[src/rtl/inst_fetch_queue.sv]
// Instruction fetch queue: circular {pc, inst} buffer between IFU and IDU with
// first-word fall-through head, valid/ready on both sides and a redirect flush.
module inst_fetch_queue #(
  parameter  int CPU_WIDTH = 32,
  parameter  int DEPTH     = 4,
  localparam int PTR_W     = $clog2(DEPTH)
) (
  input  logic                 clk,
  input  logic                 rstn,
  input  logic                 flush,
  input  logic                 in_valid,
  output logic                 in_ready,
  input  logic [CPU_WIDTH-1:0] in_pc,
  input  logic [CPU_WIDTH-1:0] in_inst,
  output logic                 out_valid,
  input  logic                 out_ready,
  output logic [CPU_WIDTH-1:0] out_pc,
  output logic [CPU_WIDTH-1:0] out_inst,
  output logic [PTR_W:0]       count
);

  logic [PTR_W:0]                    wr_ptr, rd_ptr;
  logic                              empty, full, push, pop;
  logic [DEPTH-1:0]                  we;
  logic [DEPTH-1:0][CPU_WIDTH-1:0]   ent_pc, ent_inst;

  // Extra MSB on each pointer tells full from empty when the indices match.
  assign empty = (wr_ptr == rd_ptr);
  assign full  = (wr_ptr[PTR_W-1:0] == rd_ptr[PTR_W-1:0]) &&
                 (wr_ptr[PTR_W] != rd_ptr[PTR_W]);
  assign count = wr_ptr - rd_ptr;

  assign in_ready  = ~full;
  assign out_valid = ~empty;
  assign push      = in_valid & in_ready & ~flush;
  assign pop       = out_valid & out_ready & ~flush;

  always_ff @(posedge clk or posedge rstn) begin
    if (rstn) begin
      wr_ptr <= '0;
      rd_ptr <= '0;
    end else if (flush) begin
      wr_ptr <= '0;
      rd_ptr <= '0;
    end else begin
      if (push) wr_ptr <= wr_ptr + 1'b1;
      if (pop)  rd_ptr <= rd_ptr + 1'b1;
    end
  end

  // Entry storage carries no reset; stale contents are hidden by the empty mask.
  for (genvar i = 0; i < DEPTH; i++) begin : g_ent
    assign we[i] = push & (wr_ptr[PTR_W-1:0] == PTR_W'(i));
    always_ff @(posedge clk) begin
      if (we[i]) begin
        ent_pc[i]   <= in_pc;
        ent_inst[i] <= in_inst;
      end
    end
  end

  assign out_pc   = empty ? '0 : ent_pc[rd_ptr[PTR_W-1:0]];
  assign out_inst = empty ? '0 : ent_inst[rd_ptr[PTR_W-1:0]];

endmodule

[config.mk]
export PLATFORM = sky130hd
export DESIGN_NAME = inst_fetch_queue
export DESIGN_NICKNAME = d
export VERILOG_FILES = /design/src/rtl/inst_fetch_queue.sv
export SDC_FILE = /design/constraint.sdc
export NUM_CORES = 1
export LEC_CHECK = 0
export ABC_CLOCK_PERIOD_IN_PS = 11200
export CORE_UTILIZATION = 50
export DETAILED_ROUTE_END_ITERATION = 10
export PLACE_DENSITY = 0.74
export SYNTH_ARGS = -nofsm -noshare
export SYNTH_HDL_FRONTEND = slang
export SYNTH_SLANG_ARGS = --single-unit
export TNS_END_PERCENT = 50
[constraint.sdc]
create_clock -name clk -period 11.2 [get_ports clk]
set_clock_uncertainty 0.2 [all_clocks]
set_input_delay 1.68 -clock clk [delete_from_list [all_inputs] [get_ports clk]]
set_output_delay 1.68 -clock clk [all_outputs]
set_load 0.01 [all_outputs]
==> flow_summary.yaml, run 1 <==
drt:
  firstDrtPassIters: 6
  vias_per_cell: 5.51
  drc_errors: 0
  wl_um: 18500
  drt_iter0_markers: 284
  vias: 4976
  avgRoutedWirePerCell_um: 20.4
  ant_nets: 0
sta:
  finalHoldViolCount: 0
  fin_crit_sh_pct: 53.4
  tns_ns: 0
  max_freq_mhz: 167
  setup_viol: 0
  worst_pin_slew_ns: 1.12
  max_slew_margin_pct: 25.5
  slew_viol_final: 0
  rsz0062_at_grt: "no"
  fin_crit_ns: 5.98
setup_path:
  critPathKind: "reg -> out"
  worst-path-max-fanout: 68
  cp-end-kind: "output pin"
  startpoint: "rd_ptr[1]"
  crit_required_ns: 9.32
  cp-start-kind: "register"
  r2r-start: "rd_ptr[1]"
  cp.arrival_ns: 4.10
synthesis:
  ys.warnings.count: 0
  netlist_area_sq_um: 10300
  yosys_most_used_dff: "edfxtp_1"
  async_reset_ff_share_pct: 2.29
  syn_inst: 471
  avgSynthCellArea_sq_um: 21.8
  ys_ff_latch: 262
  synth.distinct_cells: 33
  ys_seq_area_share_pct: 76.3
  synth_top_area_cell: "edfxtp_1"
  synth_top_cell_area_share_pct: 74.8
  synth_edf_count: 256
  synth_area_leaders: "edfxtp_1, mux4_2, and2_1"
  synth_fp_nets: 548
cells_and_area:
  n_fill_cell: 1384
  drive_above_1_share_pct: 18.6
  fin_nets: 690
  antenna_cells: 0
  area_growth_pct: 23.7
power_and_ir_drop:
  p_sw_share_pct: 28.8
  clkPwrFrac_pct: 24.7
  comb_power_share_pct: 38.3
  power_density_nw_per_um2: 270
  finalPower_mw: 3.44
  switchingPower_mw: 0.990
  p_int_mw: 2.45
  p_seq_share_pct: 37.0
  ir_drop_mv: 0.179
  p_leak_nw: 4.04
floorplanning:
  die_h_um: 145
  floorplan.initialDensity_pct: 51.0
  die_w_um: 145
  num_rows: 52
  io_pins: 138
  core_sq_um: 20200
  die_area_sq_um: 21100
clock_network:
  clockBufferDepth: 3
  cts_tree: "built"
  clk_pin_slew_ns: 0.06
  clock_latency_ns: 0.51
  clock-sinks: 262
  numCtsBuffers: 26
  post_cts_buffers: 0
  cts_resized: 0
  ctsHoldBuffers: 0
  htree_levels: 1
  cts_root_buf: "clkbuf_16"
placed_design:
  place_hpwl_um: 10200
  gp_congestion: 0.732
  port_buffers: 137
global_route:
  grt_overflow: 0
  antenna_found_initial: 0
  grt_pass1_wl_um: 29200
  grt_max_degree: 69
  grt_pass1_vias: 5342
  grt_util_all_layers_pct: 18.0
min_path:
  min_from: "rd_ptr[2]"
  hold_path_class: "reg -> reg"
status:
  status: "finished, final reports clean"
run:
  max_cap_viol_count: 0
cells by family after synthesis:
family / Yosys count / share of synthesized area [%]
multiplexers: 65 / 14.1
buffers and inverters: 31 / 2.00
XOR/XNOR: 2 / 0.244
adder cells (fa/ha/maj): 8 / 1.05
AO/OA/AOI/OAI: 7 / 0.511
flip-flops: 262 / 76.3
AND/OR/NAND/NOR: 96 / 5.82
through the flow:
stage	instances	hold WS, ns	utilization (%)	setup slack (ns)	cell area, sq um
floorplan	471	0.388	-	6.88	10300
global placement	855	0.413	58.7	5.73	11800
detailed placement	855	0.438	58.7	5.63	11800
CTS	903	0.447	63.1	5.05	12700
global route	903	0.496	63.1	4.84	12700
finish	903	0.448	63.1	5.22	12700
state kept, by name (all words and copies together), names as in the netlist:
signal	cells
wr_ptr	3
ent_inst	128
rd_ptr	3
ent_pc	128
power by group through the flow:
stage	Sequential (mW)	Clock (mW)	Combinational, mW
global route	1.29	0.904	1.42
finish	1.27	0.850	1.32
detailed placement	1.30	0	1.33
CTS	1.28	0.870	1.34
global placement	1.29	0	1.32
floorplan	1.21	0	0.793
worst max-delay path: stages (launching register included):
cell             delay [ns]
dfrtp_4                1.10
inv_1                  0.16
ha_1                   0.43
nand3_2                0.86
and2_1                 0.51
clkdlybuf4s50_1        0.50
area by class of cell:
cell class              instances  area (sq um)  area share, %
clock inverters                14           126          0.994
flip-flops and latches        262          7850           61.7
well taps                     270           338           2.66
repair buffers                138          1380           10.8
inverters                       7          26.3          0.207
clock buffers                  34           742           5.83
multi-input cells             178          2260           17.8
routing by layer:
layer	vias to the layer above	GRT usage [%]	part of all wire (%)
met1	2584	23.0	40
met4	0	4.68	1.8
met3	32	4.04	5.6
li1	2212	-	-
met5	-	0	0
met2	148	31.3	52
placed cells by master, fill, tap and decap left out, types with 2 or more instances in the layout:
master           netlist  routed
a31oi_1                4       4
and2_1                64      64
and3_4                 0       4
bufinv_16              0       2
clkbuf_1               8       3
clkbuf_16              0      27
clkbuf_8               0       4
clkdlybuf4s50_1        0     137
clkinv_1               0       3
clkinv_2               0       6
clkinv_4               0       2
dfrtp_1                6       4
dfrtp_4                0       2
edfxtp_1             256     256
ha_1                   7       7
inv_1                  7       7
mux4_2                64      64
nand2_1                4       4
nand3_1                4       3
nand4_1                2       2
nand4b_1               4       4
nor2_1                 2       2
nor2b_1                2       2
nor3b_1                2       2
or3_1                  2       2
or4_1                  2       2
synthesized netlist by cell type (all sizes together) (2+ instances only):
cell      n
nand2     4
nand3     4
nand4     2
nor3b     2
xnor2     2
mux4     64
nand4b    4
and3      4
buf      16
dfrtp     6
clkbuf    8
inv       7
nor2b     2
or4       2
nor2      2
a31oi     4
and2     64
edfxtp  256
or3       2
ha        7
final timing paths:
path | cells after the start | slack (ns) | endpoint
min reg2reg | 2 | 0.45 | rd_ptr[2]
max in group asynchronous | 2 | 9.35 | rd_ptr[0]
max | 5 | 5.22 | out_pc[13]
min | 2 | 0.45 | rd_ptr[2]
max reg2reg | 5 | 7.49 | ent_pc[111]
min in group asynchronous | 2 | 1.21 | wr_ptr[1]
(Power assumes the default switching activity.)
==> run 2, diff against run 1 <==
- ABC_CLOCK_PERIOD_IN_PS: 11200 -> 6150
- clock period: 11.2 -> 6.15 ns (I/O delays scaled with it)
==> run 2 against run 1 <==
Net effect: final cell count up 0.11%; critical path depth fell by 1; die area is the same; core utilization up 0.26 points; count of clock-buffer cells in the layout decreased by 4; worst hold slack worse by 0.034 ns; non-clock buffer count grew 1; critical endpoint unchanged; highest routed layer is now met5.
==> flow_summary.yaml, run 2 (synthesis results as in run 1) <==
drt:
  wl_um: 18600
  drt_iter0_markers: 328
  firstDrtPassIters: 5
  avgRoutedWirePerCell_um: 20.6
  vias: 4993
  ant_nets: 0
  drc_errors: 0
  vias_per_cell: 5.52
cells_and_area:
  drive_above_1_share_pct: 18.6
  antenna_cells: 0
  final_area_sq_um: 12800
  final_util_pct: 63.3
  fin_nets: 691
  area_growth_pct: 24.2
  final_common_cell: "edfxtp_1"
  top_regs: "ent_inst (128), ent_pc (128)"
  final_cell_mix: "edfxtp_1, clkdlybuf4s50_1, mux4_2, and2_1, clkbuf_16"
global_route:
  grt_max_degree: 68
  grt_overflow: 0
  antenna_found_initial: 1
  grt_pass1_vias: 5256
  grt_util_all_layers_pct: 18.1
  grt_pass1_wl_um: 29200
placed_design:
  gp_congestion: 0.780
  port_buffers: 137
  dp_slack_ns: 1.82
  place_hpwl_um: 10100
  placed_cell_area_sq_um: 11900
setup_path:
  crit_required_ns: 5.03
  cp-end-kind: "output pin"
  cp.arrival_ns: 3.61
  critPathKind: "reg -> out"
  cp_slowest_cell: "nand3_2"
  cp-start-kind: "register"
  worstPathCellList: "ha_1, nand3_2, and2_1, clkdlybuf4s50_1"
  cpPeakStageDelay_ns: 0.85
  worst-path-max-fanout: 65
sta:
  tns_ns: 0
  max_freq_mhz: 211
  slew_viol_final: 0
  fin_crit_sh_pct: 76.9
  max_slew_margin_pct: 27.6
  layout_setup_ws_ns: 1.42
  rsz0062_at_grt: "no"
  finalHoldViolCount: 0
  fin_crit_ns: 4.73
  setup_viol: 0
  worst_pin_slew_ns: 1.08
clock_network:
  clk_pin_slew_ns: 0.06
  ctsHoldBuffers: 0
  post_cts_buffers: 0
  cts_resized: 0
  numCtsBuffers: 26
  cts_root_buf: "clkbuf_16"
  clock_latency_ns: 0.53
  cts_tree: "built"
  clockBufferDepth: 3
  htree_levels: 1
  clock-sinks: 262
power_and_ir_drop:
  p_leak_nw: 4.06
  power_density_nw_per_um2: 498
  ir_drop_mv: 0.396
min_path:
  hold_path_class: "in -> async"
floorplanning:
  core_sq_um: 20200
  die_h_um: 145
  die_area_sq_um: 21100
  io_pins: 138
  num_rows: 52
  floorplan.initialDensity_pct: 51.0
  die_w_um: 145
status:
  status: "finished, final reports clean"
run:
  max_cap_viol_count: 0
==> run 2: cell count changes in the layout (fill, tap and decap cells not counted), sizes merged <==
cell      delta
clkbuf       -4
bufinv       +3
buf          +1
inv          +3
clkinv       -3
clkinvlp     +1
==> run 2: power by group <==
part	internal [mW]	switching, mW
clock network	1.00	0.636
logic	1.39	1.09
registers	2.14	0.101
==> run 2: critical path, delay by kind of cell, from the launching register on <==
kind / cells / cell delay, ns
buffers and inverters: 1 / 0.50
flip-flops: 1 / 0.73
AND/OR/NAND/NOR: 2 / 1.35
adder cells (fa/ha/maj): 1 / 0.50
==> run 2: final timing paths <==
kind | start | slack [ns] | depth (start not counted) | endpoint
min reg2reg | rd_ptr[2] | 0.46 | 2 | rd_ptr[2]
max in group asynchronous | rstn | 5.09 | 2 | rd_ptr[1]
max | rd_ptr[0] | 1.42 | 4 | out_pc[13]
max reg2reg | rd_ptr[0] | 2.82 | 4 | ent_inst[4]
min in group clk | rd_ptr[2] | 0.46 | 2 | rd_ptr[2]
min | rstn | 0.41 | 2 | wr_ptr[2]
==> run 2: metrics by stage <==
step	instances	hold WS, ns	power [mW]
final	904	0.414	6.36
after global routing	904	0.420	6.67
after CTS	904	0.398	6.46
after detailed placement	856	0.442	4.79
after global placement	856	0.412	4.75
after floorplan	471	0.388	3.66
==> run 2: metal layers <==
layer	share of wire, %	global-route usage [%]
met2	52	31.8
met4	1.9	5.11
met1	40	22.8
met3	5.6	3.98
met5	0.075	0
==> run 2: cell type report <==
cell class / instances / area, sq um
flip-flops and latches: 262 / 7850
fillers: 1388 / 7400
multi-input cells: 178 / 2260
repair buffers: 139 / 1390
clock buffers: 30 / 676
well taps: 270 / 338
clock inverters: 18 / 238
inverters: 7 / 26.3
